## src/rtl/rcc_reg_bus_arb.sv

```systemverilog
// rcc_reg_bus_arb: two-master round-robin arbiter and sequencer for the RCC
// register-file port. One transaction is in flight at a time. The slave gets
// a registered one-cycle request, the response is bounded by a timeout, and
// the result is returned only to the master that was granted.
module rcc_reg_bus_arb #(
    parameter int AW      = 32,
    parameter int DW      = 32,
    parameter int WW      = 4,
    parameter int TIMEOUT = 16
) (
    input  logic          hclk,
    input  logic          rst,
    // master 0: AHB-to-register bridge
    input  logic          m0_req,
    input  logic [WW-1:0] m0_we,
    input  logic [AW-1:0] m0_addr,
    input  logic [DW-1:0] m0_wdata,
    output logic          m0_done,
    output logic [DW-1:0] m0_rdata,
    output logic [1:0]    m0_rsp,
    // master 1: internal hardware requester
    input  logic          m1_req,
    input  logic [WW-1:0] m1_we,
    input  logic [AW-1:0] m1_addr,
    input  logic [DW-1:0] m1_wdata,
    output logic          m1_done,
    output logic [DW-1:0] m1_rdata,
    output logic [1:0]    m1_rsp,
    // register-file side
    output logic          s_req,
    output logic [WW-1:0] s_we,
    output logic [AW-1:0] s_addr,
    output logic [DW-1:0] s_wdata,
    input  logic          s_rvalid,
    input  logic [DW-1:0] s_rdata,
    input  logic [1:0]    s_rsp,
    output logic          busy
);

    typedef enum logic [1:0] {
        IDLE  = 2'd0,
        ISSUE = 2'd1,
        WAIT  = 2'd2,
        DONE  = 2'd3
    } state_t;

    localparam logic [1:0] RSP_OK      = 2'b00;
    localparam logic [1:0] RSP_SLVERR  = 2'b01;
    localparam logic [1:0] RSP_TIMEOUT = 2'b10;
    localparam logic [7:0] TMO_LOAD    = 8'(TIMEOUT);

    state_t        state;
    logic          last_grant;   // master served by the previous transaction
    logic          grant;        // master owning the current transaction
    logic [7:0]    timer;

    // arbitration and response-selection terms
    logic          win;          // master that would be granted this cycle
    logic          rsp_fire;     // transaction ends this cycle
    logic [DW-1:0] rsp_rdata;
    logic [1:0]    rsp_code;

    // Pick the winner and the completion data from current inputs; all of
    // it is consumed only by the registers below, so no input reaches an
    // output combinationally.
    always_comb begin
        // NOTE: every signal gets a default first so no path leaves it
        // unassigned, which would otherwise infer a latch.
        win       = 1'b0;
        rsp_fire  = 1'b0;
        rsp_rdata = '0;
        rsp_code  = RSP_OK;

        // m1 wins when alone, or when both ask and m0 was served last
        win = m1_req & (~m0_req | (last_grant == 1'b0));

        if (state == WAIT) begin
            if (s_rvalid) begin
                // a response in the expiry cycle still counts as a response
                rsp_fire  = 1'b1;
                rsp_rdata = s_rdata;
                rsp_code  = (s_rsp != RSP_OK) ? RSP_SLVERR : RSP_OK;
            end else if (timer == 8'd1) begin
                rsp_fire  = 1'b1;
                rsp_rdata = '0;
                rsp_code  = RSP_TIMEOUT;
            end
        end
    end

    // Transaction sequencer: IDLE -> ISSUE -> WAIT -> DONE with registered outputs.
    always_ff @(posedge hclk) begin
        // NOTE: state is updated with non-blocking assignments so every
        // register samples the values from before this clock edge.
        if (rst) begin
            state      <= IDLE;
            last_grant <= 1'b1;
            grant      <= 1'b0;
            timer      <= '0;
            s_req      <= 1'b0;
            s_we       <= '0;
            s_addr     <= '0;
            s_wdata    <= '0;
            m0_done    <= 1'b0;
            m0_rdata   <= '0;
            m0_rsp     <= RSP_OK;
            m1_done    <= 1'b0;
            m1_rdata   <= '0;
            m1_rsp     <= RSP_OK;
        end else begin
            // pulses default low and are raised only for their one cycle
            s_req   <= 1'b0;
            m0_done <= 1'b0;
            m1_done <= 1'b0;

            case (state)
                IDLE: begin
                    if (m0_req || m1_req) begin
                        grant   <= win;
                        s_we    <= win ? m1_we    : m0_we;
                        s_addr  <= win ? m1_addr  : m0_addr;
                        s_wdata <= win ? m1_wdata : m0_wdata;
                        s_req   <= 1'b1;
                        state   <= ISSUE;
                    end
                end

                ISSUE: begin
                    timer <= TMO_LOAD;
                    state <= WAIT;
                end

                WAIT: begin
                    if (rsp_fire) begin
                        timer <= '0;
                        state <= DONE;
                        if (grant) begin
                            m1_done  <= 1'b1;
                            m1_rdata <= rsp_rdata;
                            m1_rsp   <= rsp_code;
                        end else begin
                            m0_done  <= 1'b1;
                            m0_rdata <= rsp_rdata;
                            m0_rsp   <= rsp_code;
                        end
                    end else begin
                        timer <= timer - 8'd1;
                    end
                end

                DONE: begin
                    last_grant <= grant;
                    state      <= IDLE;
                end

                default: state <= IDLE;
            endcase
        end
    end

    assign busy = (state != IDLE);

endmodule

```

## config.mk

```make
export PLATFORM = sky130hd
export DESIGN_NAME = rcc_reg_bus_arb
export DESIGN_NICKNAME = d
export VERILOG_FILES = /design/src/rtl/rcc_reg_bus_arb.sv
export SDC_FILE = /design/constraint.sdc
export NUM_CORES = 1
export LEC_CHECK = 0
export BUFFER_PORTS_ARGS = -buffer_cell sky130_fd_sc_hd__buf_2
export CORE_MARGIN = 2
export CORE_UTILIZATION = 41
export CTS_CLUSTER_DIAMETER = 100
export DETAILED_ROUTE_END_ITERATION = 6
export PLACE_DENSITY = 0.77
export SYNTH_ARGS = -nofsm -noshare
export SYNTH_HDL_FRONTEND = slang
export SYNTH_SLANG_ARGS = --single-unit
```

## constraint.sdc

```tcl
create_clock -name hclk -period 1.85 [get_ports hclk]
set_input_delay 0.185 -clock hclk [delete_from_list [all_inputs] [get_ports hclk]]
set_output_delay 0.185 -clock hclk [all_outputs]
set_load 0.005 [all_outputs]
```

==> impl_metrics.prom <==
# TYPE chip_impl_metric gauge
chip_impl_metric{name="total_non_filler_cell_area_in_the_finished_layout",unit="mm^2"} 0.00845
chip_impl_metric{name="row_count",unit=""} 43
chip_impl_metric{name="dp_worst_setup_slack",unit="ns"} -0.00318
chip_impl_metric{name="htree_num_levels",unit=""} 4
chip_impl_metric{name="yosysUniqueCellTypes",unit=""} 39
chip_impl_metric{name="fin_worst_skew",unit="ns"} 0.00684
chip_impl_metric{name="clock_path_buffers",unit=""} 2
chip_impl_metric{name="drc",unit=""} 0
chip_impl_info{name="critPathTopFamily",value="simple AND/OR/NAND/NOR gates"} 1
chip_impl_metric{name="maxSlewHeadroom",unit="%"} 57.5
chip_impl_info{name="worstSetupEndpointType",value="flop"} 1
chip_impl_metric{name="routed_via_density",unit=""} 5.15
chip_impl_info{name="hold_path_class",value="input port to flop"} 1
chip_impl_metric{name="p_leak",unit="nW"} 3.97
chip_impl_metric{name="netlist_instances",unit=""} 552
chip_impl_metric{name="number_of_sinks_handled_by_clock_tree_synthesis",unit=""} 151
chip_impl_metric{name="finalMaxSlewViolations",unit=""} 0
chip_impl_metric{name="clkPwrFrac",unit="%"} 28.8
chip_impl_metric{name="ir_drop_worst_case_vdd",unit="uV"} 663
chip_impl_metric{name="setup_violations",unit=""} 0
chip_impl_metric{name="number_of_failing_hold_endpoints_at_the_final_stage",unit=""} 0
chip_impl_metric{name="switching_power",unit="mW"} 3.90
chip_impl_metric{name="io_pins",unit=""} 315
chip_impl_metric{name="die_h",unit="um"} 124
chip_impl_metric{name="finalWirelength",unit="um"} 16400
chip_impl_metric{name="cell_internal_pwr",unit="mW"} 7.79
chip_impl_info{name="run_status",value="finished, final reports clean"} 1
chip_impl_metric{name="layout-drive-gt1-share",unit="%"} 44.7
chip_impl_metric{name="p_comb_share",unit="%"} 34.1
chip_impl_metric{name="crit_required",unit="ns"} 2.15
chip_impl_metric{name="p_seq_share",unit="%"} 37.1
chip_impl_metric{name="detailed_placement_hpwl",unit="um"} 12500
chip_impl_metric{name="switching_share",unit="%"} 33.4
chip_impl_metric{name="syn_area_per_cell",unit="um^2"} 10.7
chip_impl_metric{name="holdBufCountCts",unit=""} 0
chip_impl_info{name="critPathSlowestCell",value="or4_4"} 1
chip_impl_metric{name="clk_pin_slew",unit="ns"} 0.07
chip_impl_info{name="path_cells",value="or4_4 > o21bai_4 > a31oi_4 > buf_12 > a22o_1"} 1
chip_impl_metric{name="period_minus_slack",unit="ns"} 1.76
chip_impl_info{name="unrepaired_setup_endpoints_after_global_routing",value="false"} 1
chip_impl_metric{name="detailroute.via_count",unit=""} 5466
chip_impl_metric{name="hold_slack",unit="ns"} 0.0257
chip_impl_metric{name="grt_pass1_wl",unit="um"} 24200
chip_impl_metric{name="mappedNetlistNets",unit=""} 732
chip_impl_info{name="cts_tree",value="yes"} 1
chip_impl_metric{name="detail_route.wl_per_cell",unit="um"} 15.4
chip_impl_metric{name="detail-route-antenna-nets",unit=""} 0
chip_impl_metric{name="antenna-diode-count",unit=""} 0
chip_impl_metric{name="timing.critical_path.arrival",unit="ns"} 2.06
chip_impl_metric{name="core-area",unit="mm^2"} 0.0140
chip_impl_metric{name="die_width",unit="um"} 124
chip_impl_metric{name="worst_skew_pair.late_latency",unit="ns"} 0.41
chip_impl_metric{name="total_power",unit="mW"} 11.7
chip_impl_metric{name="dp.cells",unit=""} 1030
chip_impl_metric{name="postLayoutSetupSlackWorst",unit="ns"} 0.0898
chip_impl_metric{name="critical_path_buf_inv_count",unit=""} 1
chip_impl_info{name="synth_area_leaders",value="dfxtp_1 (51%), mux2i_1 (12%), a32o_1 (11%)"} 1
chip_impl_metric{name="maximum_number_of_pins_on_one_net_before_global_route_repair",unit=""} 49
chip_impl_metric{name="portion_of_synthesized_cell_area_occupied_by_the_leading_cell_type",unit="%"} 51.2
chip_impl_metric{name="io_buffer_count",unit=""} 314
chip_impl_info{name="post-synth-top-area-cell",value="dfxtp_1"} 1
chip_impl_metric{name="placed_instance_area",unit="mm^2"} 0.00786
chip_impl_metric{name="routabilityCongestion",unit=""} 0.790
chip_impl_metric{name="grt_overflow",unit=""} 0
chip_impl_metric{name="num-nets-final",unit=""} 1049
chip_impl_metric{name="detailedRoute.firstPassIterationCount",unit=""} 4
chip_impl_metric{name="synth.ff_latch_count",unit=""} 151
chip_impl_metric{name="power.density",unit="mW/mm^2"} 1380
chip_impl_metric{name="top_achievable_clock_speed",unit="GHz"} 0.568
chip_impl_metric{name="detailedRoute.firstIterationViolations",unit=""} 216
chip_impl_metric{name="first_global_vias",unit=""} 4914
chip_impl_info{name="critical_path_class",value="flop to flop"} 1
chip_impl_metric{name="drv.max_cap_violation_count",unit=""} 0
chip_impl_metric{name="yosysWarnings",unit=""} 0
chip_impl_metric{name="antenna_found_initial",unit=""} 1
chip_impl_metric{name="syn-cell-area",unit="mm^2"} 0.00591
chip_impl_metric{name="grt_use_total",unit="%"} 20.3
chip_impl_metric{name="worstPathMaxFanout",unit=""} 33
chip_impl_metric{name="instances_no_fill",unit=""} 1062
chip_impl_metric{name="synthToLayoutAreaGrowth",unit="%"} 43.1
chip_impl_metric{name="initial_core_util",unit="%"} 42.2
chip_impl_metric{name="yosysSeqAreaShare",unit="%"} 51.2
chip_impl_info{name="setup.worst_path.start_class",value="flop"} 1
chip_impl_metric{name="finalCritPeriodShare",unit="%"} 95.1
chip_impl_metric{name="worst-slew-pin-transition",unit="ns"} 0.636
chip_impl_metric{name="cpPeakStageDelay",unit="ns"} 0.57
chip_impl_metric{name="cts_made_buffers",unit=""} 17
chip_impl_metric{name="floorplan.die_area",unit="mm^2"} 0.0154
chip_impl_info{name="clock-root-buffer",value="clkbuf_16"} 1
cells in the mapped netlist:
library cell	number
nand2b_1	2
clkbuf_1	33
buf_2	8
nand3_1	1
ha_1	5
o21a_1	1
and3_1	1
a211o_1	1
buf_6	6
buf_4	2
xnor2_1	3
a22o_1	2
nor3b_1	3
a21boi_1	1
o21bai_4	1
o21ai_0	5
or3b_2	1
a311oi_1	1
a32o_1	64
xor2_1	3
nor2_1	85
and3b_1	1
inv_1	6
nor3_1	2
a22oi_1	1
nand2_1	4
a21oi_1	2
a31oi_1	1
nor2b_1	4
a31oi_4	1
buf_1	5
mux2i_1	69
a21boi_0	2
a211oi_1	70
or4_4	1
a21oi_2	1
a21o_1	1
dfxtp_1	151
o21ba_2	1
worst register-to-register path, stage by stage, from the launching register on:
cell      delay [ns]
dfxtp_1         0.34
or4_4           0.57
o21bai_4        0.20
a31oi_4         0.11
buf_12          0.20
a22o_1          0.24
sequential cells by signal, summed over array words and instances (netlist names):
signal and flops:
state 2, m0_rsp 2, m1_done 1, m0_rdata 32, s_req 1, m1_rdata 32, s_addr 32, timer 8
m0_done 1, last_grant 1, s_wdata 32, m1_rsp 2, s_we 4, grant 1
cells in the final DEF (no fill, tap or decap), drive strengths merged, types with 3 or more instances in the layout:
master,Yosys,final
buf,21,352
dfxtp,151,151
nor2,85,85
a211oi,70,70
mux2i,69,69
a32o,64,64
clkbuf,33,19
inv,6,13
o21ai,5,5
ha,5,5
nor2b,4,4
nand2,4,4
clkinvlp,0,4
xnor2,3,3
xor2,3,3
nor3b,3,3
a21oi,3,3
a21boi,3,3
cell type report:
| type | instances | area, um^2 |
|---|---|---|
| clock buffer | 19 | 453 |
| inverter | 6 | 22.5 |
| fill | 1235 | 5540 |
| tap | 180 | 225 |
| timing repair buffer | 352 | 1970 |
| multi-input combinational | 341 | 2630 |
| sequential | 151 | 3020 |
| clock inverter | 13 | 135 |
layer usage:
layer  track usage [%]  vias to the layer above  wire [um]
li1                  -                     2724          -
met1              23.3                     2463       6370
met2              34.9                      242       8100
met3              5.49                       35       1330
met4              10.1                        2        532
met5                 0                        -         14
logic make-up after synthesis:
group | after synthesis | share of synthesized area [%]
compound gates | 156 | 22.8
xor+xnor | 6 | 0.890
fa+ha+maj | 5 | 1.06
buf+inv | 60 | 4.87
flops | 151 | 51.2
mux | 69 | 11.7
simple gates | 105 | 7.52
through the flow:
step           utilization, %  TNS [ns]
3_3_place_gp             56.2         0
2_1_floorplan               -         0
6_report                 60.4         0
5_1_grt                  60.4         0
4_1_cts                  60.4         0
3_5_place_dp             56.2  -0.00318
power by group through the flow:
stage	combinational [mW]	sequential, mW	clock (mW)
finish	3.98	4.34	3.37
global route	4.40	4.43	3.60
CTS	4.02	4.34	3.45
detailed placement	4.00	4.40	0
global placement	3.96	4.37	0
floorplan	2.20	4.44	0
timing repair:
item | CTS | global route
buffers inserted | 0 | 0
setup endpoints to repair | 5 | 0
resized for setup | 1 | 0
endpoints found under the hold margin | 0 | 0
path summary, 6_finish.rpt:
path	from	end	slack, ns	depth (start not counted)
hold reg to reg	m0_rdata[13]	m0_rdata[13]	0.46	1
hold / removal	s_rdata[2]	m0_rdata[2]	0.03	2
setup / recovery	timer[3]	m1_rsp[0]	0.09	5
setup reg to reg	timer[3]	m1_rsp[0]	0.09	5
Note: power is estimated with default switching activity, not from simulation.
